[src/rtl/cache_line_fill_ctrl_if.sv]
// Bus bundle for the single-line cache fill controller.
// Groups the CPU read port, the main-memory byte fetch handshake,
// the line storage port and the hit/miss statistics.
// The master modport is the controller's view; the slave modport is
// the environment's view (CPU, memory and storage together).
interface cache_line_fill_ctrl_if #(
  parameter int ADDR_W = 16,
  parameter int CNT_W  = 16
) ();

  // CPU read port
  logic              cpu_req;
  logic [ADDR_W-1:0] cpu_addr;
  logic              cpu_ready;
  logic [7:0]        cpu_data;
  logic              flush;

  // Main-memory byte fetch
  logic              mem_req;
  logic [ADDR_W-1:0] mem_addr;
  logic              mem_ack;
  logic [7:0]        mem_data;

  // Line storage port
  logic [7:0]        cache_data;
  logic [4:0]        cache_wroffset;
  logic              cache_wren;
  logic [4:0]        cache_rdoffset;
  logic [7:0]        cache_q;

  // Statistics
  logic [CNT_W-1:0]  hit_count;
  logic [CNT_W-1:0]  miss_count;

  modport master (
    input  cpu_req, cpu_addr, flush, mem_ack, mem_data, cache_q,
    output cpu_ready, cpu_data, mem_req, mem_addr,
           cache_data, cache_wroffset, cache_wren, cache_rdoffset,
           hit_count, miss_count
  );

  modport slave (
    output cpu_req, cpu_addr, flush, mem_ack, mem_data, cache_q,
    input  cpu_ready, cpu_data, mem_req, mem_addr,
           cache_data, cache_wroffset, cache_wren, cache_rdoffset,
           hit_count, miss_count
  );

endinterface

[src/rtl/cache_line_fill_ctrl.sv]
// Controller for a single 32-byte cache line.
// A CPU byte read is checked against the resident tag; on a miss the
// whole line is fetched from memory one byte per req/ack beat, in
// offset order 0..31, and written straight into the storage port.
// Once resident, the byte is read from storage and returned with a
// one-cycle ready pulse. Hits and misses are counted with saturation.
module cache_line_fill_ctrl #(
  parameter int ADDR_W = 16,
  parameter int CNT_W  = 16
) (
  input  logic                    clk,
  input  logic                    rst_n,
  cache_line_fill_ctrl_if.master  bus
);

  localparam int TAG_W = ADDR_W - 5;

  typedef enum logic [2:0] {
    S_IDLE   = 3'd0,
    S_LOOKUP = 3'd1,
    S_FILL   = 3'd2,
    S_READ   = 3'd3,
    S_RESP   = 3'd4
  } state_t;

  state_t            state_q,     state_d;
  logic [ADDR_W-1:0] addr_q,      addr_d;
  logic [TAG_W-1:0]  tag_q,       tag_d;
  logic              valid_q,     valid_d;
  logic [4:0]        beat_q,      beat_d;
  logic [4:0]        rdoff_q,     rdoff_d;
  logic [7:0]        cpu_data_q,  cpu_data_d;
  logic              cpu_ready_q, cpu_ready_d;
  logic              mem_req_q,   mem_req_d;
  logic [ADDR_W-1:0] mem_addr_q,  mem_addr_d;
  logic [CNT_W-1:0]  hit_q,       hit_d;
  logic [CNT_W-1:0]  miss_q,      miss_d;

  logic              hit_s;
  logic              fill_ack_s;

  // Increment that sticks at all-ones instead of wrapping.
  function automatic logic [CNT_W-1:0] sat_inc(input logic [CNT_W-1:0] v);
    if (v == {CNT_W{1'b1}}) begin
      return v;
    end else begin
      return v + {{(CNT_W-1){1'b0}}, 1'b1};
    end
  endfunction

  assign hit_s      = valid_q && (tag_q == addr_q[ADDR_W-1:5]);
  // A memory beat completes only while filling; stray acks elsewhere are ignored.
  assign fill_ack_s = (state_q == S_FILL) && bus.mem_ack;

  // Next-state and datapath decisions for the lookup/fill/respond sequence.
  always_comb begin
    state_d     = state_q;
    addr_d      = addr_q;
    tag_d       = tag_q;
    valid_d     = valid_q;
    beat_d      = beat_q;
    rdoff_d     = rdoff_q;
    cpu_data_d  = cpu_data_q;
    hit_d       = hit_q;
    miss_d      = miss_q;
    cpu_ready_d = 1'b0;
    mem_req_d   = 1'b0;
    mem_addr_d  = {ADDR_W{1'b0}};

    case (state_q)
      S_IDLE: begin
        // A request takes priority; a simultaneous flush is dropped.
        if (bus.cpu_req) begin
          addr_d  = bus.cpu_addr;
          rdoff_d = bus.cpu_addr[4:0];
          state_d = S_LOOKUP;
        end else if (bus.flush) begin
          valid_d = 1'b0;
        end else begin
          state_d = S_IDLE;
        end
      end

      S_LOOKUP: begin
        if (hit_s) begin
          hit_d   = sat_inc(hit_q);
          state_d = S_READ;
        end else begin
          // Invalidate up front so an aborted fill never leaves a stale valid line.
          miss_d  = sat_inc(miss_q);
          valid_d = 1'b0;
          beat_d  = 5'd0;
          state_d = S_FILL;
        end
      end

      S_FILL: begin
        if (fill_ack_s) begin
          beat_d = beat_q + 5'd1;
          if (beat_q == 5'd31) begin
            tag_d   = addr_q[ADDR_W-1:5];
            valid_d = 1'b1;
            state_d = S_READ;
          end else begin
            state_d = S_FILL;
          end
        end else begin
          state_d = S_FILL;
        end
      end

      S_READ: begin
        // Storage output has had one full cycle to settle on rdoffset.
        cpu_data_d = bus.cache_q;
        state_d    = S_RESP;
      end

      S_RESP: begin
        state_d = S_IDLE;
      end

      default: begin
        state_d = S_IDLE;
      end
    endcase

    // Output registers follow the state being entered so they line up with it.
    if (state_d == S_RESP) begin
      cpu_ready_d = 1'b1;
    end else begin
      cpu_ready_d = 1'b0;
    end

    if (state_d == S_FILL) begin
      mem_req_d  = 1'b1;
      mem_addr_d = {addr_d[ADDR_W-1:5], beat_d};
    end else begin
      mem_req_d  = 1'b0;
      mem_addr_d = {ADDR_W{1'b0}};
    end
  end

  // State, line metadata, statistics and registered outputs.
  always_ff @(posedge clk or negedge rst_n) begin
    if (!rst_n) begin
      state_q     <= S_IDLE;
      addr_q      <= {ADDR_W{1'b0}};
      tag_q       <= {TAG_W{1'b0}};
      valid_q     <= 1'b0;
      beat_q      <= 5'd0;
      rdoff_q     <= 5'd0;
      cpu_data_q  <= 8'd0;
      cpu_ready_q <= 1'b0;
      mem_req_q   <= 1'b0;
      mem_addr_q  <= {ADDR_W{1'b0}};
      hit_q       <= {CNT_W{1'b0}};
      miss_q      <= {CNT_W{1'b0}};
    end else begin
      state_q     <= state_d;
      addr_q      <= addr_d;
      tag_q       <= tag_d;
      valid_q     <= valid_d;
      beat_q      <= beat_d;
      rdoff_q     <= rdoff_d;
      cpu_data_q  <= cpu_data_d;
      cpu_ready_q <= cpu_ready_d;
      mem_req_q   <= mem_req_d;
      mem_addr_q  <= mem_addr_d;
      hit_q       <= hit_d;
      miss_q      <= miss_d;
    end
  end

  // The storage write must land in the same cycle as the memory ack,
  // so the write strobe and data are a direct function of the ack.
  assign bus.cache_wren     = fill_ack_s;
  assign bus.cache_data     = fill_ack_s ? bus.mem_data : 8'd0;
  assign bus.cache_wroffset = beat_q;

  assign bus.cache_rdoffset = rdoff_q;
  assign bus.cpu_ready      = cpu_ready_q;
  assign bus.cpu_data       = cpu_data_q;
  assign bus.mem_req        = mem_req_q;
  assign bus.mem_addr       = mem_addr_q;
  assign bus.hit_count      = hit_q;
  assign bus.miss_count     = miss_q;

endmodule

[src/flat_wrapper.sv]
// flat-port wrapper written by rule: the top's interface ports become plain ports
module cache_line_fill_ctrl_flat 
#(
  parameter int ADDR_W = 16,
  parameter int CNT_W  = 16
)
  (clk, rst_n, bus_cpu_req, bus_cpu_addr, bus_flush, bus_mem_ack, bus_mem_data, bus_cache_q, bus_cpu_ready, bus_cpu_data, bus_mem_req, bus_mem_addr, bus_cache_data, bus_cache_wroffset, bus_cache_wren, bus_cache_rdoffset, bus_hit_count, bus_miss_count);
  cache_line_fill_ctrl_if #(.ADDR_W(ADDR_W), .CNT_W(CNT_W)) bus_i ();
  input  logic clk;
  input  logic rst_n;
  input wire logic [$bits(bus_i.cpu_req)-1:0] bus_cpu_req;
  input wire logic [$bits(bus_i.cpu_addr)-1:0] bus_cpu_addr;
  input wire logic [$bits(bus_i.flush)-1:0] bus_flush;
  input wire logic [$bits(bus_i.mem_ack)-1:0] bus_mem_ack;
  input wire logic [$bits(bus_i.mem_data)-1:0] bus_mem_data;
  input wire logic [$bits(bus_i.cache_q)-1:0] bus_cache_q;
  output wire logic [$bits(bus_i.cpu_ready)-1:0] bus_cpu_ready;
  output wire logic [$bits(bus_i.cpu_data)-1:0] bus_cpu_data;
  output wire logic [$bits(bus_i.mem_req)-1:0] bus_mem_req;
  output wire logic [$bits(bus_i.mem_addr)-1:0] bus_mem_addr;
  output wire logic [$bits(bus_i.cache_data)-1:0] bus_cache_data;
  output wire logic [$bits(bus_i.cache_wroffset)-1:0] bus_cache_wroffset;
  output wire logic [$bits(bus_i.cache_wren)-1:0] bus_cache_wren;
  output wire logic [$bits(bus_i.cache_rdoffset)-1:0] bus_cache_rdoffset;
  output wire logic [$bits(bus_i.hit_count)-1:0] bus_hit_count;
  output wire logic [$bits(bus_i.miss_count)-1:0] bus_miss_count;
  assign bus_i.cpu_req = bus_cpu_req;
  assign bus_i.cpu_addr = bus_cpu_addr;
  assign bus_i.flush = bus_flush;
  assign bus_i.mem_ack = bus_mem_ack;
  assign bus_i.mem_data = bus_mem_data;
  assign bus_i.cache_q = bus_cache_q;
  assign bus_cpu_ready = bus_i.cpu_ready;
  assign bus_cpu_data = bus_i.cpu_data;
  assign bus_mem_req = bus_i.mem_req;
  assign bus_mem_addr = bus_i.mem_addr;
  assign bus_cache_data = bus_i.cache_data;
  assign bus_cache_wroffset = bus_i.cache_wroffset;
  assign bus_cache_wren = bus_i.cache_wren;
  assign bus_cache_rdoffset = bus_i.cache_rdoffset;
  assign bus_hit_count = bus_i.hit_count;
  assign bus_miss_count = bus_i.miss_count;
  cache_line_fill_ctrl #(.ADDR_W(ADDR_W), .CNT_W(CNT_W)) u_core (.clk(clk), .rst_n(rst_n), .bus(bus_i));
endmodule
[config.mk]
export PLATFORM = sky130hd
export DESIGN_NAME = cache_line_fill_ctrl_flat
export DESIGN_NICKNAME = d
export VERILOG_FILES = /design/src/rtl/cache_line_fill_ctrl_if.sv /design/src/rtl/cache_line_fill_ctrl.sv /design/src/flat_wrapper.sv
export SDC_FILE = /design/constraint.sdc
export NUM_CORES = 1
export LEC_CHECK = 0
export ABC_AREA = 1
export BUFFER_PORTS_ARGS = -buffer_cell sky130_fd_sc_hd__buf_2
export CORE_UTILIZATION = 30
export CTS_BUF_LIST = sky130_fd_sc_hd__clkbuf_2
export DETAILED_ROUTE_END_ITERATION = 6
export PLACE_DENSITY = 0.61
export SYNTH_ARGS = -nofsm -noshare
export SYNTH_HDL_FRONTEND = slang
export SYNTH_SLANG_ARGS = --single-unit
export TNS_END_PERCENT = 20
[constraint.sdc]
create_clock -name clk -period 3.7 [get_ports clk]
set_input_delay 0.185 -clock clk [delete_from_list [all_inputs] [get_ports clk]]
set_output_delay 0.185 -clock clk [all_outputs]
set_load 0.02 [all_outputs]
==> summary.txt, run 1 <==
Outcome
  • Outcome: finished clean

Timing
  • Setup Skew: 0.0265 ns
  • Setup TNS: 0 ns
  • Headroom to the max-slew limit: 0.369
  • Worst Tran Pin Value: 0.947 ns
  • Max Freq: 447 MHz
  • Final setup viols: 0
  • Hold Fails Final Rpt: 0
  • RSZ-0062 raised after global routing: no
  • Minimum clock period: 2.24 ns
  • Final period utilization: 0.605
  • Slew Viols, Final: 0

Place
  • Post-DP HPWL: 8010 um
  • GP Congestion: 0.835
  • Number of port buffers: 113
  • Placed Cells: 922
  • Placed Area: 0.00558 sq mm

Synth
  • Post-synthesis xor/xnor area fraction: 0.0411
  • Synth warn: 0
  • Synth Instances: 608
  • Yosys top cell area share: 0.483
  • Register area share after synthesis: 0.483
  • Adder-Cell Fraction of Synth Area: 0.0103
  • Syn Area/Cell: 8.01 sq um
  • Synth Area in Simple Gates: 0.314
  • Synth area leaders: dfrtp_1 (48%), nand2_1 (15%), inv_1 (6.5%)
  • Yosys reg bits: 94
  • Async SR Flop Fraction: 1.00
  • Area leader, netlist: dfrtp_1
  • Synth Area in Compound Gates: 0.0542
  • Synth Flop Type: dfrtp_1
  • Synthesized area: 0.00487 sq mm
  • Cell variety after synth: 39
  • Post-synth EDFFs: 0
  • Largest family of logic cells by synthesized area: simple AND/OR/NAND/NOR gates
  • Post-synthesis mux area share: 0
  • Synth Net Count: 649

Clock network
  • Root buffer cell: clkbuf_2
  • Reg clk slew, reported paths: about 0.25 ns
  • Clk Latency, worst-skew pair: 0.60 ns
  • TritonCTS buffer count: 9
  • Deepest clock path buffer count: 2
  • CTS tree: yes
  • Clk sink count: 94
  • H-tree Lvls: 3

Finish
  • Syn-to-layout area delta: 23.7%
  • Diode count: 0
  • Layout cells sized above 1: 0.212
  • Final #Nets: just under 800
  • Most frequent cells in the layout: nand2_1 (199), buf_2 (112), dfrtp_1 (94), inv_1 (84), nor2_1 (49)
  • Final cell count without fillers: 970
  • Filler cells: about 1700
  • Commonest non-fill, non-tap cell in the layout: nand2_1
  • Design Area, Final: 0.00602 sq mm

Detailed routing
  • DR vias/cell: roughly 4.3
  • DRC Markers: 0
  • Final ANT Viol Nets: 0
  • Via total after detailed routing: between 4000 and 5000
  • First drt pass iteration count: 4
  • Final WL: about 11000 um
  • Iter 0 DRT Violations: ~250
  • DR WL/cell: 11.6 um

Power and ir drop
  • PwrDens: around 560 mW/mm^2
  • Power Total: 3.39 mW
  • Worst vdd ir: 0.333 mV
  • LEAKAGE: between 3 and 4 nW

Floorplanning
  • Die width: ~130 um
  • Number of top-level pins: 114
  • Core Rows: 46
  • Area of the die: between 0.015 and 0.02 sq mm
  • Initial core utilization: 0.307
  • CORE AREA: about 0.016 sq mm
  • Die extent in y: 129 um

Global route
  • Total track usage: 0.144
  • Antenna violations before repair: 0
  • Vias in the first global route: 3962
  • First-pass GRT wire length: 18800 um
  • Largest net degree at the start of global routing: 74
  • GRT overflow: 0

Setup path
  • Critical path type: reg2out
  • Worst Setup Start Kind: flip-flop
  • Worst Path Arrival: between 2 and 2.5 ns
  • Critical path peak fanout: 9
  • Crit end category: primary output
  • Worst endpoint required time: 3.51 ns

Job
  • Max Cap Viol: 0

Min path
  • Worst Hold Class: in2reg
[area by class of cell]
type	instances	area [sq um]	share of cell area
Inverter	90	338	0.0561
Sequential cell	94	2350	0.391
Clock inverter	6	71.3	0.0118
Multi-Input combinational cell	408	2050	0.340
Clock buffer	10	50.0	0.00831
Timing Repair Buffer	146	896	0.149
Tap cell	216	270	0.0449
[power breakdown]
part | leakage [nW] | switching, mW | internal, mW
sequential | 1.24 | 0.173 | 1.28
combinational | 1.75 | 0.944 | 0.454
clock | 0.0740 | 0.370 | 0.165
[synthesized netlist by cell type (2+ instances only)]
library cell and instances:
buf_6 5, nor3_1 16, xor2_1 13, nand3_2 3, nand4_1 19, a21oi_1 6, nor2_4 3, o21ai_2 4
nand2_2 2, dfrtp_1 94, ha_1 4, nand2_1 199, buf_2 2, and2_1 4, o21ai_0 31, o21ai_1 4
nand3_1 28, inv_2 6, nor3_4 2, nor2_1 49, xnor2_1 8, buf_4 6, inv_1 84
[worst max-delay path: stages (launching register included)]
cell and delay, ns:
dfrtp_1 0.52, nor3_4 0.27, inv_2 0.12, nor2_4 0.18, inv_2 0.11, nor2_1 0.10
buf_2 0.17
[timing repair]
item	CTS	global route
endpoints found under the setup margin	0	0
hold endpoints to repair	112	0
buffers inserted	0	0
gates resized for setup	0	0
hold buffers	32	0
[sequential cells by signal, summed over array words and instances, names as in the netlist]
name                       flops
u_core.bus.cpu_ready           1
u_core.bus.hit_count          16
u_core.valid_q                 1
u_core.bus.cpu_data            8
u_core.bus.miss_count         16
u_core.addr_q                 16
u_core.bus.mem_addr           16
u_core.bus.cache_wroffset      5
u_core.tag_q                  11
u_core.bus.mem_req             1
u_core.state_q                 3
[metal layers]
metal | part of all wire | routed length, um | track usage | vias up
li1 | - | - | - | 2177
met1 | 0.48 | 5420 | 0.187 | 1939
met2 | 0.46 | 5200 | 0.233 | 85
met3 | 0.046 | 524 | 0.0396 | 11
met4 | 0.012 | 131 | 0.0408 | 0
met5 | 0 | 0 | 0 | -
[stage by stage]
step | util | hold WS (ns) | setup slack, ns
floorplan | - | -0.111 | 1.93
global placement | 0.351 | 0.388 | 1.65
detailed placement | 0.351 | 0.390 | 1.58
CTS | 0.379 | 0.152 | 1.36
global route | 0.379 | 0.216 | 1.23
finish | 0.379 | 0.237 | 1.46
[final timing paths]
kind                                          startpoint                           end  slack (ns)  cells after the start
worst max register to register  u_core.bus.miss_count[0]      u_core.bus.miss_count[9]        1.58                      9
max in group asynchronous                          rst_n  u_core.bus.cache_wroffset[1]        2.62                      3
worst min register to register    u_core.bus.cpu_data[7]        u_core.bus.cpu_data[7]        0.50                      2
worst min-delay path                         bus_cpu_req                u_core.valid_q        0.24                      6
min in group asynchronous                          rst_n        u_core.bus.mem_addr[8]        0.25                      2
worst max-delay path                   u_core.state_q[0]             bus_cache_data[5]        1.46                      6
[logic make-up (layout without fill, tap and decap cells)]
family	count (synthesis)	after routing
DFF	94	94
adders and majority gates	4	4
and+or+nand+nor	335	335
AOI/OAI and AO/OA	47	47
buffers and inverters	106	252
xor gates and xnor gates	22	22
Note: power is estimated with default switching activity, not from simulation.
==> run 2, diff against run 1 <==
clock period = 2.3 ns   (was 3.7 ns; I/O delays follow)
==> summary.txt, run 2 (same netlist as run 1, synthesis figures left out) <==
Outcome
  • Outcome: finished clean

Timing
  • Hold Fails Final Rpt: 0 (unchanged)
  • Final setup viols: 0 (unchanged)
  • Worst Tran Pin Value: 0.636 ns (-0.310 ns)
  • Headroom to the max-slew limit: 0.574 (+0.206)
  • Final hold slack: 0.175 ns (-0.0629 ns)
  • Slew Viols, Final: 0 (unchanged)
  • Minimum clock period: 2.07 ns
  • Final period utilization: 0.901
  • Max Freq: just under 500 MHz
  • Setup Skew: 0.0344 ns (+0.00796 ns)
  • RSZ-0062 raised after global routing: no
  • Setup TNS: 0 ns (unchanged)

Power and ir drop
  • Net Switching: 2.42 mW (+63%)
  • Clock share of power: 0.174 (+0.016)
  • LEAKAGE: 3.15 nW (+3.1%)
  • Gate power share: 0.416 (+0.003)
  • PwrDens: 917 mW/mm^2 (+63%)
  • Power Total: 5.68 mW (+68%)
  • Worst vdd ir: 0.798 mV (+140%)
  • Flop pwr share: 0.410 (-0.019)
  • Switching part of the total power: 0.425 (-0.0137)
  • Power Internal: 3.27 mW (+72%)

Place
  • Post-DP HPWL: 8030 um (+0.26%)
  • Placed Area: 0.00564 sq mm (+1.0%)
  • Placed Cells: 928 (+0.65%)
  • GP Congestion: 0.855 (+2.3%)
  • Number of port buffers: 113 (unchanged)

Setup path
  • Worst Setup Start Kind: flip-flop
  • RR Startpoint: u_core.bus.miss_count[0]
  • Critical path type: reg2out
  • Crit end category: primary output
  • Worst Path Arrival: 1.96 ns (-0.09 ns)
  • FF-to-FF End: u_core.bus.miss_count[4]
  • R2R setup slack: 0.36 ns (-1.22 ns)
  • Worst endpoint required time: 2.18 ns (-1.33 ns)
  • Worst Reg-to-Reg Cells: 9 (unchanged)
  • Critical path peak fanout: 9 (unchanged)

Global route
  • Antenna violations before repair: 0 (unchanged)
  • Total track usage: 0.141 (-0.00227)
  • Vias in the first global route: 3855 (-2.7%)
  • GRT overflow: 0 (unchanged)
  • Largest net degree at the start of global routing: 50 (-32%)
  • First-pass GRT wire length: 18600 um (-1.3%)

Detailed routing
  • Final ANT Viol Nets: 0 (unchanged)
  • DRC Markers: 0 (unchanged)
  • DR vias/cell: 4.35 (about the same)
  • Iter 0 DRT Violations: 207 (-19%)
  • DR WL/cell: 11.4 um (-1.6%)
  • First drt pass iteration count: 4 (unchanged)
  • Final WL: 11300 um (about the same)
  • Via total after detailed routing: 4285 (+1.7%)

Finish
  • Final cell count without fillers: 986 (+1.6%)
  • Syn-to-layout area delta: 27.3%
  • Commonest non-fill, non-tap cell in the layout: nand2_1
  • Layout cells sized above 1: 0.227 (+0.0151)
  • Filler cells: 1685 (-0.47%)
  • Diode count: 0 (unchanged)
  • Most frequent cells in the layout: nand2_1 (199), buf_2 (110), dfrtp_1 (92), inv_1 (84), nor2_1 (49)
  • FF/Latch Area: 0.00235 sq mm (+0.11%)
  • Design Area, Final: 0.00620 sq mm (+2.9%)
  • Footprint of the multi-input gates: 0.00205 sq mm (+0.37%)
  • Final #Nets: 806 (+2.0%)

Clock network
  • H-tree Lvls: 3 (unchanged)
  • Clk sink count: 94 (unchanged)
  • Clk Latency, worst-skew pair: 0.60 ns (about the same)
  • Root buffer cell: clkbuf_2
  • TritonCTS buffer count: 9 (unchanged)
  • CTS tree: yes
  • Deepest clock path buffer count: 2 (unchanged)
  • Reg clk slew, reported paths: 0.26 ns (about the same)

Min path
  • Hold Crit Start: bus_cpu_req
  • WHS Endpoint: u_core.addr_q[0]
  • Worst Hold Class: in2reg
  • Hold Path Depth: 5 (-1)

Job
  • Max Cap Viol: 0 (unchanged)

Floorplanning
  • Die extent in y: 129 um (unchanged)
  • Die width: 129 um (unchanged)
  • Number of top-level pins: 114 (unchanged)
  • Area of the die: 0.0167 sq mm (unchanged)
  • Initial core utilization: 0.307 (unchanged)
  • CORE AREA: 0.0159 sq mm (unchanged)
  • Core Rows: 46 (unchanged)
==> run 2: cell types whose count changed in the layout (fill, tap and decap cells not counted), sizes merged <==
cell	delta
buf	+14
dlygate4sd3	+2
clkinv	-2
bufinv	+1
clkbuf	-1
clkinvlp	-1
inv	+3
==> run 2: cell type report <==
| cell class | count | share of cell area |
|---|---|---|
| Clock buffer | 9 | 0.00726 |
| Clock inverter | 7 | 0.0163 |
| Tap cell | 216 | 0.0436 |
| Timing Repair Buffer | 162 | 0.167 |
| Inverter | 90 | 0.0545 |
| Sequential cell | 94 | 0.380 |
| Multi-Input combinational cell | 408 | 0.331 |
==> run 2: how the worst max path moves through the flow <==
| stage | from | end | slack (ns) |
|---|---|---|---|
| after floorplan | u_core.bus.hit_count[0] | u_core.bus.hit_count[0] | 0.53 |
| after global placement | u_core.bus.miss_count[0] | u_core.bus.miss_count[14] | 0.41 |
| after detailed placement | u_core.bus.miss_count[0] | u_core.bus.miss_count[4] | 0.29 |
| after CTS | u_core.state_q[0] | bus_cache_data[7] | 0.01 |
| after global routing | u_core.state_q[0] | bus_cache_data[5] | 0.008 |
| final | u_core.state_q[0] | bus_cache_data[7] | 0.23 |
==> run 2: metrics by stage <==
| step | utilization | setup WS [ns] |
|---|---|---|
| floorplan | - | 0.535 |
| global placement | 0.355 | 0.410 |
| detailed placement | 0.355 | 0.286 |
| CTS | 0.386 | 0.0146 |
| global route | 0.390 | 0.00785 |
| finish | 0.390 | 0.228 |
==> run 2: power by group through the flow <==
stage / registers (mW) / clock network, mW / logic (mW)
finish: 2.33 / 0.988 / 2.36
global route: 2.39 / 1.11 / 2.66
CTS: 2.34 / 1.05 / 2.30
detailed placement: 2.36 / 0 / 2.23
global placement: 2.36 / 0 / 2.22
floorplan: 2.62 / 0 / 1.41
==> run 2: worst max-delay path, cell delays in order (launching register included) <==
cell	delay, ns
dfrtp_2	0.51
nor3_4	0.25
inv_2	0.09
nor2_4	0.16
inv_2	0.10
nor2_1	0.10
buf_2	0.17
==> run 2: timing repair <==
| item | CTS | global route |
|---|---|---|
| buffers inserted | 0 | 8 |
| gates resized for setup | 0 | 5 |
| hold buffers | 34 | 0 |
| endpoints found under the setup margin | 0 | 14 |
| hold endpoints to repair | 138 | 0 |
==> run 2: per-layer routing <==
layer	wire length, um	vias to the layer above	GRT usage
met3	508	5	0.0438
li1	-	2207	-
met5	0	-	0
met4	91	0	0.0374
met1	5400	1986	0.189
met2	5270	87	0.221
==> run 3, diff against run 2 <==
CORE_ASPECT_RATIO = 0.6   (was not set)
==> summary.txt, run 3 (same netlist as run 1, synthesis figures left out) <==
Min path
  • Worst Hold Class: in2reg
  • Hold Crit Start: bus_flush
  • WHS Endpoint: u_core.valid_q
  • Hold Path Depth: 8 (+3)

Floorplanning
  • Area of the die: 0.0168 sq mm (+0.10%)
  • Core Rows: 35 (-24%)
  • Die extent in y: 101 um (-22%)
  • Initial core utilization: 0.312 (+0.00581)
  • Die width: 166 um (+29%)
  • Number of top-level pins: 114 (unchanged)
  • CORE AREA: 0.0156 sq mm (-1.9%)

Place
  • Post-DP HPWL: 8800 um (+9.6%)
  • Placed Area: 0.00564 sq mm (about the same)
  • Number of port buffers: 113 (unchanged)
  • GP Congestion: 0.898 (+5.1%)
  • Placed Cells: 917 (-1.2%)

Timing
  • Final hold slack: 0.0689 ns (-0.106 ns)
  • Minimum clock period: 2.15 ns (+0.0798 ns)
  • Slew Viols, Final: 0 (unchanged)
  • Setup Skew: 0.0317 ns (-0.00274 ns)
  • Headroom to the max-slew limit: 0.370 (-0.204)
  • Setup TNS: 0 ns (unchanged)
  • Worst Tran Pin Value: 0.941 ns (+0.305 ns)
  • Hold Fails Final Rpt: 0 (unchanged)
  • Final period utilization: 0.935 (+0.0347)
  • Max Freq: 465 MHz (-3.7%)
  • Final setup viols: 0 (unchanged)
  • RSZ-0062 raised after global routing: no

Clock network
  • Reg clk slew, reported paths: 0.29 ns (+0.03 ns)
  • Clk sink count: 94 (unchanged)
  • Root buffer cell: clkbuf_2
  • Clk Latency, worst-skew pair: 0.56 ns (-0.04 ns)
  • H-tree Lvls: 3 (unchanged)
  • TritonCTS buffer count: 9 (unchanged)
  • CTS tree: yes
  • Deepest clock path buffer count: 2 (unchanged)

Setup path
  • Critical path type: reg2reg
  • Worst endpoint required time: 2.84 ns (+0.66 ns)
  • Worst Setup Start Kind: flip-flop
  • Crit-path slowest cell: dlygate4sd3_1
  • Worst Path Arrival: 2.69 ns (+0.73 ns)
  • Worst Reg-to-Reg Cells: 10 (+1)
  • Crit end category: flip-flop
  • FF-to-FF End: u_core.addr_q[5]
  • R2R setup slack: 0.15 ns (-0.21 ns)
  • Critical path peak fanout: 27 (+18)
  • CP cell instances: buf_4 -> inv_2 -> nand2_2 -> nor3b_4 -> inv_2 -> buf_4 -> nand2_1 -> o21ai_0 -> dlygate4sd3_1 -> inv_1
  • Max incr delay on CP: 0.56 ns (+0.05 ns)
  • RR Startpoint: u_core.state_q[2]

Global route
  • Met2 Usage GRT: 0.206 (-0.0155)
  • Met1 usage: 0.236 (+0.0469)
  • First-pass GRT wire length: 20200 um (+9.0%)
  • GRT overflow: 0 (unchanged)
  • Most Used Layer, Global Route: met1
  • Largest net degree at the start of global routing: 37 (-26%)
  • Total track usage: 0.153 (+0.0119)
  • Antenna violations before repair: 1 (+1)
  • GRT met3 Usage: 0.0487 (+0.00492)
  • Vias in the first global route: 3981 (+3.3%)

Detailed routing
  • DRC Markers: 6 (+6)
  • DR vias/cell: 4.43 (+2.0%)
  • Iter 0 DRT Violations: 234 (+13%)
  • Via total after detailed routing: 4326 (+0.96%)
  • Final ANT Viol Nets: 0 (unchanged)
  • First drt pass iteration count: 7 (+3)
  • Final WL: 12600 um (+12%)
  • DR WL/cell: 12.9 um (+13%)

Power and ir drop
  • Clock share of power: 0.154 (-0.020)
  • PwrDens: 912 mW/mm^2 (-0.53%)
  • Worst vdd ir: 0.607 mV (-24%)
  • Flop pwr share: 0.417 (+0.007)
  • LEAKAGE: 3.13 nW (-0.59%)
  • Gate power share: 0.429 (+0.013)
  • Net Switching: 2.50 mW (+3.4%)
  • Switching part of the total power: 0.443 (+0.0181)
  • Power Internal: 3.14 mW (-3.9%)
  • Power Total: 5.64 mW (-0.79%)

Finish
  • Layout cells sized above 1: 0.230 (+0.00230)
  • Final #Nets: 808 (+0.25%)
  • Design Area, Final: 0.00618 sq mm (-0.26%)
  • Final cell count without fillers: 976 (-1.0%)
  • Commonest non-fill, non-tap cell in the layout: nand2_1
  • Syn-to-layout area delta: 27.0%
  • Most frequent cells in the layout: nand2_1 (199), buf_2 (112), dfrtp_1 (92), inv_1 (84), nor2_1 (49)

Outcome
  • Outcome: finished with violations
  • Failing checks: design-rule violations

Job
  • Max Cap Viol: 0 (unchanged)
run 3: cell types whose count changed in the layout (fill, tap and decap cells not counted), sizes merged:
cell	change
nand3	+3
clkinvlp	+2
bufinv	-1
buf	-1
diode	+2
inv	-2
run 3: how the worst max path moves through the flow:
stage	start	end	slack, ns	cells after the start
after floorplan	u_core.bus.hit_count[0]	u_core.bus.hit_count[0]	0.53	7
after detailed placement	u_core.bus.miss_count[0]	u_core.bus.miss_count[9]	0.24	8
after global routing	u_core.state_q[2]	u_core.addr_q[5]	0.02	10
final	u_core.state_q[2]	u_core.addr_q[5]	0.15	10
after CTS	u_core.state_q[2]	bus_cache_data[0]	0.04	6
after global placement	u_core.bus.miss_count[0]	u_core.bus.miss_count[1]	0.36	9
run 3: cell type report:
class | count | area, sq um
inverters | 90 | 338
repair buffers | 161 | 1030
clock buffers | 9 | 45.0
flip-flops and latches | 94 | 2350
fillers | 1627 | 9410
multi-input cells | 411 | 2090
diodes | 2 | 5.00
clock inverters | 6 | 71.3
well taps | 203 | 254
run 3: repair_timing:
| action | in CTS | in global routing |
|---|---|---|
| setup buffers | 0 | 5 |
| hold buffers | 34 | 0 |
| endpoints found under the hold margin | 134 | 0 |
| setup endpoints to repair | 0 | 24 |
| gates resized for setup | 0 | 4 |
run 3: power by group through the flow:
stage	Sequential, mW	Combinational, mW	Clock, mW
detailed placement	2.36	2.28	0
floorplan	2.62	1.41	0
CTS	2.35	2.35	0.917
global placement	2.37	2.24	0
global route	2.42	2.71	0.981
finish	2.35	2.42	0.868
run 3: worst max-delay path, delay by kind of cell (launching register included):
| kind | cells | cell delay (ns) |
|---|---|---|
| AO/OA/AOI/OAI | 1 | 0.09 |
| AND/OR/NAND/NOR | 3 | 0.41 |
| flip-flops | 1 | 0.51 |
| buffers and inverters | 6 | 1.11 |
run 3: routing by layer:
metal	vias up	wire length, um
li1	2215	-
met1	1962	7010
met2	141	4570
met3	8	927
met4	0	76
met5	-	0
run 3: metrics by stage:
step	worst slack (ns)	utilization
after detailed placement	0.243	0.362
after global placement	0.360	0.362
after floorplan	0.535	-
final	0.148	0.397
after global routing	0.0211	0.396
after CTS	0.0369	0.391
